### config.mk
export PLATFORM = sky130hd
export DESIGN_NAME = uart_rx
export DESIGN_NICKNAME = d
export VERILOG_FILES = /design/src/rtl/uart_rx.sv
export SDC_FILE = /design/constraint.sdc
export NUM_CORES = 1
export LEC_CHECK = 0
export BUFFER_PORTS_ARGS = -buffer_cell sky130_fd_sc_hd__buf_2
export CAP_MARGIN = 15
export CORE_UTILIZATION = 43
export DETAILED_ROUTE_END_ITERATION = 6
export MAX_ROUTING_LAYER = met4
export SLEW_MARGIN = 20
export SYNTH_ARGS = -nofsm -noshare
export SYNTH_HDL_FRONTEND = slang
export SYNTH_SLANG_ARGS = --single-unit
### constraint.sdc
create_clock -name clk -period 2.7 [get_ports clk]
set_clock_uncertainty 0.1 [all_clocks]
set_input_delay 0.54 -clock clk [delete_from_list [all_inputs] [get_ports clk]]
set_output_delay 0.54 -clock clk [all_outputs]
set_load 0.005 [all_outputs]
### src/rtl/uart_rx.sv
// uart_rx: parametrised UART receiver with 3-sample majority voting, parity/framing/break
// detection, start-glitch rejection and a one-word ready/valid output buffer.
module uart_rx #(
    parameter int unsigned CLK_FREQ   = 100_000_000,
    parameter int unsigned BAUD       = 115200,
    parameter int unsigned OVERSAMPLE = 16,
    parameter int unsigned DATA_BITS  = 8,
    parameter int unsigned PARITY     = 0,
    parameter int unsigned STOP_BITS  = 1,
    parameter int unsigned MSB_FIRST  = 0
) (
    input  logic                 clk,
    input  logic                 rst_n,
    input  logic                 rx,
    output logic [DATA_BITS-1:0] rx_data,
    output logic                 rx_valid,
    input  logic                 rx_ready,
    output logic                 rx_parity_err,
    output logic                 rx_frame_err,
    output logic                 rx_break,
    output logic                 rx_overrun,
    output logic                 rx_busy
);
    localparam int unsigned DIV_RAW = CLK_FREQ / (BAUD * OVERSAMPLE);
    localparam int unsigned DIV     = (DIV_RAW < 1) ? 1 : DIV_RAW;
    localparam int unsigned DIV_W   = (DIV > 1) ? $clog2(DIV) : 1;
    localparam int unsigned S_W     = $clog2(OVERSAMPLE);
    localparam int unsigned BC_W    = $clog2(DATA_BITS);

    localparam logic [S_W-1:0]   S_LO    = S_W'(OVERSAMPLE / 2 - 1);
    localparam logic [S_W-1:0]   S_MID   = S_W'(OVERSAMPLE / 2);
    localparam logic [S_W-1:0]   S_DEC   = S_W'(OVERSAMPLE / 2 + 1);
    localparam logic [S_W-1:0]   S_LAST  = S_W'(OVERSAMPLE - 1);
    localparam logic [BC_W-1:0]  BC_LAST = BC_W'(DATA_BITS - 1);
    // The detection cycle itself is the first clock of sample 0.
    localparam logic [DIV_W-1:0] DIV_START = DIV_W'((DIV == 1) ? 0 : 1);
    localparam logic [S_W-1:0]   S_START   = S_W'((DIV == 1) ? 1 : 0);

    typedef enum logic [2:0] {
        StIdle, StStart, StData, StParity, StStop, StBreakWait
    } state_e;

    state_e               state_q, state_d;
    logic                 sync_q, rxs_q;
    logic [DIV_W-1:0]     div_cnt_q;
    logic [S_W-1:0]       s_q;
    logic [1:0]           samp_q;
    logic [BC_W-1:0]      bit_cnt_q;
    logic                 stop_cnt_q;
    logic [DATA_BITS-1:0] shift_q, shift_in;
    logic                 par_vote_q, par_err_q, frm_err_q;
    logic [DATA_BITS-1:0] data_q;
    logic                 valid_q, pe_q, fe_q, brk_q, ovr_q;

    logic tick, decide, wrap, vote, sampling, last_stop, par_exp;
    logic start_det, frame_done, frame_fe, is_break;

    always_ff @(posedge clk or negedge rst_n) begin
        if (!rst_n) begin
            sync_q <= 1'b1;
            rxs_q  <= 1'b1;
        end else begin
            sync_q <= rx;
            rxs_q  <= sync_q;
        end
    end

    assign tick      = (div_cnt_q == DIV_W'(DIV - 1));
    assign decide    = tick && (s_q == S_DEC);
    assign wrap      = tick && (s_q == S_LAST);
    assign vote      = (samp_q[1] & samp_q[0]) | (samp_q[1] & rxs_q) | (samp_q[0] & rxs_q);
    assign last_stop = (stop_cnt_q == 1'(STOP_BITS - 1));
    assign par_exp   = (^shift_q) ^ (PARITY == 2);
    assign frame_fe  = frm_err_q | ~vote;
    assign is_break  = (shift_q == '0) && ((PARITY == 0) || !par_vote_q) && frame_fe;

    always_comb begin
        if (MSB_FIRST != 0) shift_in = {shift_q[DATA_BITS-2:0], vote};
        else                shift_in = {vote, shift_q[DATA_BITS-1:1]};
    end

    // FSM: state register
    always_ff @(posedge clk or negedge rst_n) begin
        if (!rst_n) state_q <= StIdle;
        else        state_q <= state_d;
    end

    // FSM: next state
    always_comb begin
        state_d = state_q;
        case (state_q)
            StIdle:      if (!rxs_q) state_d = StStart;
            StStart: begin
                if (decide && vote) state_d = StIdle;
                else if (wrap)      state_d = StData;
            end
            StData:      if (wrap && bit_cnt_q == BC_LAST)
                             state_d = (PARITY != 0) ? StParity : StStop;
            StParity:    if (wrap) state_d = StStop;
            StStop:      if (decide && last_stop) state_d = is_break ? StBreakWait : StIdle;
            StBreakWait: if (rxs_q) state_d = StIdle;
            default:     state_d = StIdle;
        endcase
    end

    // FSM: outputs
    always_comb begin
        start_det  = (state_q == StIdle) && !rxs_q;
        frame_done = (state_q == StStop) && decide && last_stop;
        sampling   = (state_q == StStart) || (state_q == StData) ||
                     (state_q == StParity) || (state_q == StStop);
        rx_busy    = (state_q != StIdle);
    end

    always_ff @(posedge clk or negedge rst_n) begin
        if (!rst_n) begin
            div_cnt_q  <= '0;
            s_q        <= '0;
            samp_q     <= '0;
            bit_cnt_q  <= '0;
            stop_cnt_q <= 1'b0;
            shift_q    <= '0;
            par_vote_q <= 1'b0;
            par_err_q  <= 1'b0;
            frm_err_q  <= 1'b0;
        end else if (start_det) begin
            div_cnt_q  <= DIV_START;
            s_q        <= S_START;
            bit_cnt_q  <= '0;
            stop_cnt_q <= 1'b0;
            par_vote_q <= 1'b0;
            par_err_q  <= 1'b0;
            frm_err_q  <= 1'b0;
        end else if (sampling) begin
            if (tick) begin
                div_cnt_q <= '0;
                s_q       <= (s_q == S_LAST) ? '0 : s_q + 1'b1;
            end else begin
                div_cnt_q <= div_cnt_q + 1'b1;
            end
            if (tick && s_q == S_LO)  samp_q[1] <= rxs_q;
            if (tick && s_q == S_MID) samp_q[0] <= rxs_q;
            if (decide) begin
                case (state_q)
                    StData:   shift_q <= shift_in;
                    StParity: begin
                        par_vote_q <= vote;
                        par_err_q  <= vote ^ par_exp;
                    end
                    StStop:   if (!vote) frm_err_q <= 1'b1;
                    default:  ;
                endcase
            end
            if (wrap && state_q == StData) bit_cnt_q  <= bit_cnt_q + 1'b1;
            if (wrap && state_q == StStop) stop_cnt_q <= ~stop_cnt_q;
        end
    end

    // Output buffer: a completed frame is dropped only when the held word is not being taken.
    always_ff @(posedge clk or negedge rst_n) begin
        if (!rst_n) begin
            data_q  <= '0;
            valid_q <= 1'b0;
            pe_q    <= 1'b0;
            fe_q    <= 1'b0;
            brk_q   <= 1'b0;
            ovr_q   <= 1'b0;
        end else begin
            ovr_q <= 1'b0;
            if (frame_done && (!valid_q || rx_ready)) begin
                valid_q <= 1'b1;
                data_q  <= shift_q;
                pe_q    <= par_err_q;
                fe_q    <= frame_fe;
                brk_q   <= is_break;
            end else begin
                if (frame_done)           ovr_q   <= 1'b1;
                if (valid_q && rx_ready)  valid_q <= 1'b0;
            end
        end
    end

    assign rx_data       = data_q;
    assign rx_valid      = valid_q;
    assign rx_parity_err = pe_q;
    assign rx_frame_err  = fe_q;
    assign rx_break      = brk_q;
    assign rx_overrun    = ovr_q;

endmodule
==> flow_metrics.py <==
metrics = {
    "run_status": {
        "status": "finished, final reports clean",
    },
    "floorplan": {
        "dieWidth_um": 73.7,
        "core_area_mm2": 0.00485,
        "die_h_um": 73.7,
        "rows": 25,
        "start_util_pct": 45.6,
        "die_area_mm2": 0.00543,
        "pin_count": 18,
    },
    "sta": {
        "timing.hold.ws_ns": 0.242,
        "min_period_ns": 2.20,
        "tightest_slew_ns": 0.632,
        "hold_viol_final": 0,
        "period_share_pct": 81.7,
        "rsz0062_at_grt": "false",
        "setup_viol": 0,
        "setup_tns_ns": 0,
        "clock.fmax_mhz": 454,
        "relSlewSlack_pct": 57.9,
        "slew_viol_final": 0,
    },
    "clocking": {
        "cts_tree": "built",
        "hold_buffers": 1,
        "cts_buffers": 5,
        "h-tree-depth": 2,
        "cts_buffer_depth": 2,
        "root_buffer": "clkbuf_8",
        "cts.sink_count": 44,
        "clk_pin_slew_ns": 0.09,
        "post-cts-setup-buffers": 0,
        "ctsResizeCount": 0,
        "insertion_delay_ns": 0.29,
    },
    "worst_setup_path": {
        "crit_chain": "inv_1 -> ha_1 -> and4b_1 -> nand4_2 -> or3_4 -> nand2b_4 -> mux2_4",
        "start_kind": "flop",
        "cp_max_fo": 11,
        "arrival_ns": 2.28,
        "cp_slowest_cell": "dfrtp_1",
        "required_ns": 2.78,
        "slowest_delay_ns": 0.41,
        "worst-path-buf-inv": 1,
        "critPathKind": "reg -> reg",
        "cp_top_family": "simple AND/OR/NAND/NOR gates",
        "critPathCaptureType": "flop",
    },
    "synthesis": {
        "ys_ff_latch": 44,
        "avgSynthCellArea_um2": 10.6,
        "synth_cells": 209,
        "ys_seq_area_share_pct": 49.9,
        "yosysWarnings": 0,
        "synth_edf_count": 0,
        "netlist.area_leader.share_pct": 47.6,
        "synth_top_family_by_area": "simple AND/OR/NAND/NOR gates",
        "mappedNetlistNets": 224,
        "synth_xor_area_share_pct": 3.57,
        "synth_mux_area_share_pct": 9.23,
        "synth_top_area_cell": "dfrtp_1",
        "synth-simple-area-share_pct": 16.1,
        "ys.flop_type": "dfrtp_1",
        "synth_area_mm2": 0.00221,
        "ys_types": 39,
        "synth-adder-area-share_pct": 6.68,
        "async_flop_share_pct": 100,
        "ys_top_cells_by_area": "dfrtp_1 (48%), mux2_4 (6.8%), ha_1 (6.2%)",
        "synth_compound_area_share_pct": 10.1,
    },
    "route": {
        "vias_per_cell": 4.83,
        "drtIter0Drc": 55,
        "drtPass1Iterations": 4,
        "drtAntennaViolNets": 0,
        "num_vias": 1440,
        "wl_um": 3750,
        "routedWlPerCell_um": 12.6,
        "drc_errors": 0,
    },
    "final_layout": {
        "final_layout_size_suffix_gt1_share_pct": 21.2,
        "diodes": 0,
        "postLayoutCellArea_mm2": 0.00249,
        "area.growth.synth_to_final_pct": 12.9,
        "fillCellCount": 431,
        "fin_nets": 245,
    },
    "place": {
        "place.gp.congestion": 0.805,
        "place_area_mm2": 0.00237,
        "dp.final_hpwl_um": 2800,
        "portBuffers": 17,
    },
    "global_routing": {
        "first_global_vias": 1390,
        "grt_pass1_wl_um": 6460,
        "grt_use_total_pct": 16.4,
        "grt_max_degree": 23,
        "overflow": 0,
        "grt_antenna_before_repair": 0,
    },
    "power": {
        "p_per_area_mw_per_mm2": 477,
        "leakage_uw": 0.00122,
        "ir_worst_vdd_uv": 315,
    },
    "run": {
        "cap_violations": 0,
    },
    "worst_hold_path": {
        "worst_hold_path_type": "in -> reg",
    },
}
[logic make-up (layout without fill, tap and decap cells)]
kind of cell,after synthesis,in the layout
AOI/OAI and AO/OA,39,39
xor gates and xnor gates,9,9
muxes,15,15
adders and majority gates,12,12
DFF,44,44
and+or+nand+nor,67,67
buffers and inverters,23,45
[per-layer routing]
| layer | track usage, % | routed length (um) | up-vias |
|---|---|---|---|
| li1 | - | - | 754 |
| met1 | 22.8 | 2060 | 664 |
| met2 | 23.4 | 1570 | 18 |
| met3 | 2.88 | 65 | 4 |
| met4 | 7.05 | 56 | 0 |
| met5 | - | 0 | - |
[worst reg2reg max path, delay by kind of cell (launching register included)]
| kind | cells | cell delay, ns |
|---|---|---|
| adder cells (fa/ha/maj) | 1 | 0.12 |
| AND/OR/NAND/NOR | 4 | 1.06 |
| flip-flops | 1 | 0.41 |
| buffers and inverters | 1 | 0.06 |
| multiplexers | 1 | 0.33 |
[flip-flops by register name (all words and copies together) (netlist names), 2 cells and up]
signal / cells
rx_data: 8
div_cnt_q: 6
bit_cnt_q: 3
shift_q: 8
s_q: 4
state_q: 3
samp_q: 2
[stage by stage]
step	setup slack, ns	power, uW	std cells	utilization, %
after global placement	0.558	694	289	48.9
final	0.495	1190	298	51.5
after global routing	0.372	1240	298	51.5
after CTS	0.483	1210	298	51.5
after detailed placement	0.506	694	289	48.9
after floorplan	0.605	677	209	-
[power breakdown]
part           internal [uW]  switching [uW]  leakage [uW]
sequential               661            1.71      0.000588
clock                    279             232     0.0000583
combinational           5.04            13.1      0.000570
[cell usage after synthesis (2+ instances only)]
| library cell | count |
|---|---|
| dfrtp_1 | 42 |
| o21ai_0 | 22 |
| nand2_1 | 20 |
| inv_1 | 15 |
| nor2_1 | 13 |
| ha_1 | 11 |
| mux2_4 | 10 |
| a21oi_1 | 7 |
| nand2b_1 | 6 |
| clkbuf_1 | 5 |
| nand3_1 | 5 |
| xor2_1 | 5 |
| nand4_1 | 4 |
| nor3_1 | 4 |
| xnor2_1 | 4 |
| mux2_2 | 3 |
| o21a_1 | 3 |
| or3_1 | 3 |
| and2_1 | 2 |
| and3_1 | 2 |
| buf_2 | 2 |
| dfstp_2 | 2 |
| mux2i_1 | 2 |
| o31ai_1 | 2 |
[worst paths after layout]
kind                                                from                   end  slack, ns  cells after the start
worst max-delay path            div_cnt_q[1]$_DFFE_PN0P_  rx_break$_DFFE_PN0P_       0.50                      7
max in group asynchronous                          rst_n  rx_break$_DFFE_PN0P_       1.41                      3
worst min-delay path                                  rx      sync_q$_DFF_PN1_       0.24                      1
worst min register to register          sync_q$_DFF_PN1_       rxs_q$_DFF_PN1_       0.26                      0
worst max register to register  div_cnt_q[1]$_DFFE_PN0P_  rx_break$_DFFE_PN0P_       0.50                      7
min in group asynchronous                          rst_n    s_q[2]$_DFFE_PN0P_       0.53                      2
[placed cells by master (no fill, tap or decap), drive strengths merged]
cell type    count
buf             21
o21bai           1
nor2b            1
nor3b            1
dfrtp           42
mux2i            2
and3             2
nand3            5
a211o            1
nand2           20
xnor2            4
a21o             1
mux2            13
o2111ai          1
nor2            13
nor3             5
a21oi            7
maj3             1
dfstp            2
ha              11
or3              4
clkbuf           5
dlygate4sd3      1
a211oi           1
nand2b           7
xor2             5
nand4            5
and4b            1
bufinv           1
o21a             3
inv             15
or4b             1
and2             2
clkinv           2
o21ai           22
o31ai            2
[layout make-up]
cell class,count,area [um2],area share (%)
Inverter,15,56.3,2.26
Tap cell,67,83.8,3.36
Clock buffer,5,68.8,2.76
Clock inverter,3,47.5,1.91
Sequential cell,44,1100,44.2
Timing Repair Buffer,22,125,5.02
Multi-Input combinational cell,142,1010,40.5
Note: power is estimated with default switching activity, not from simulation.
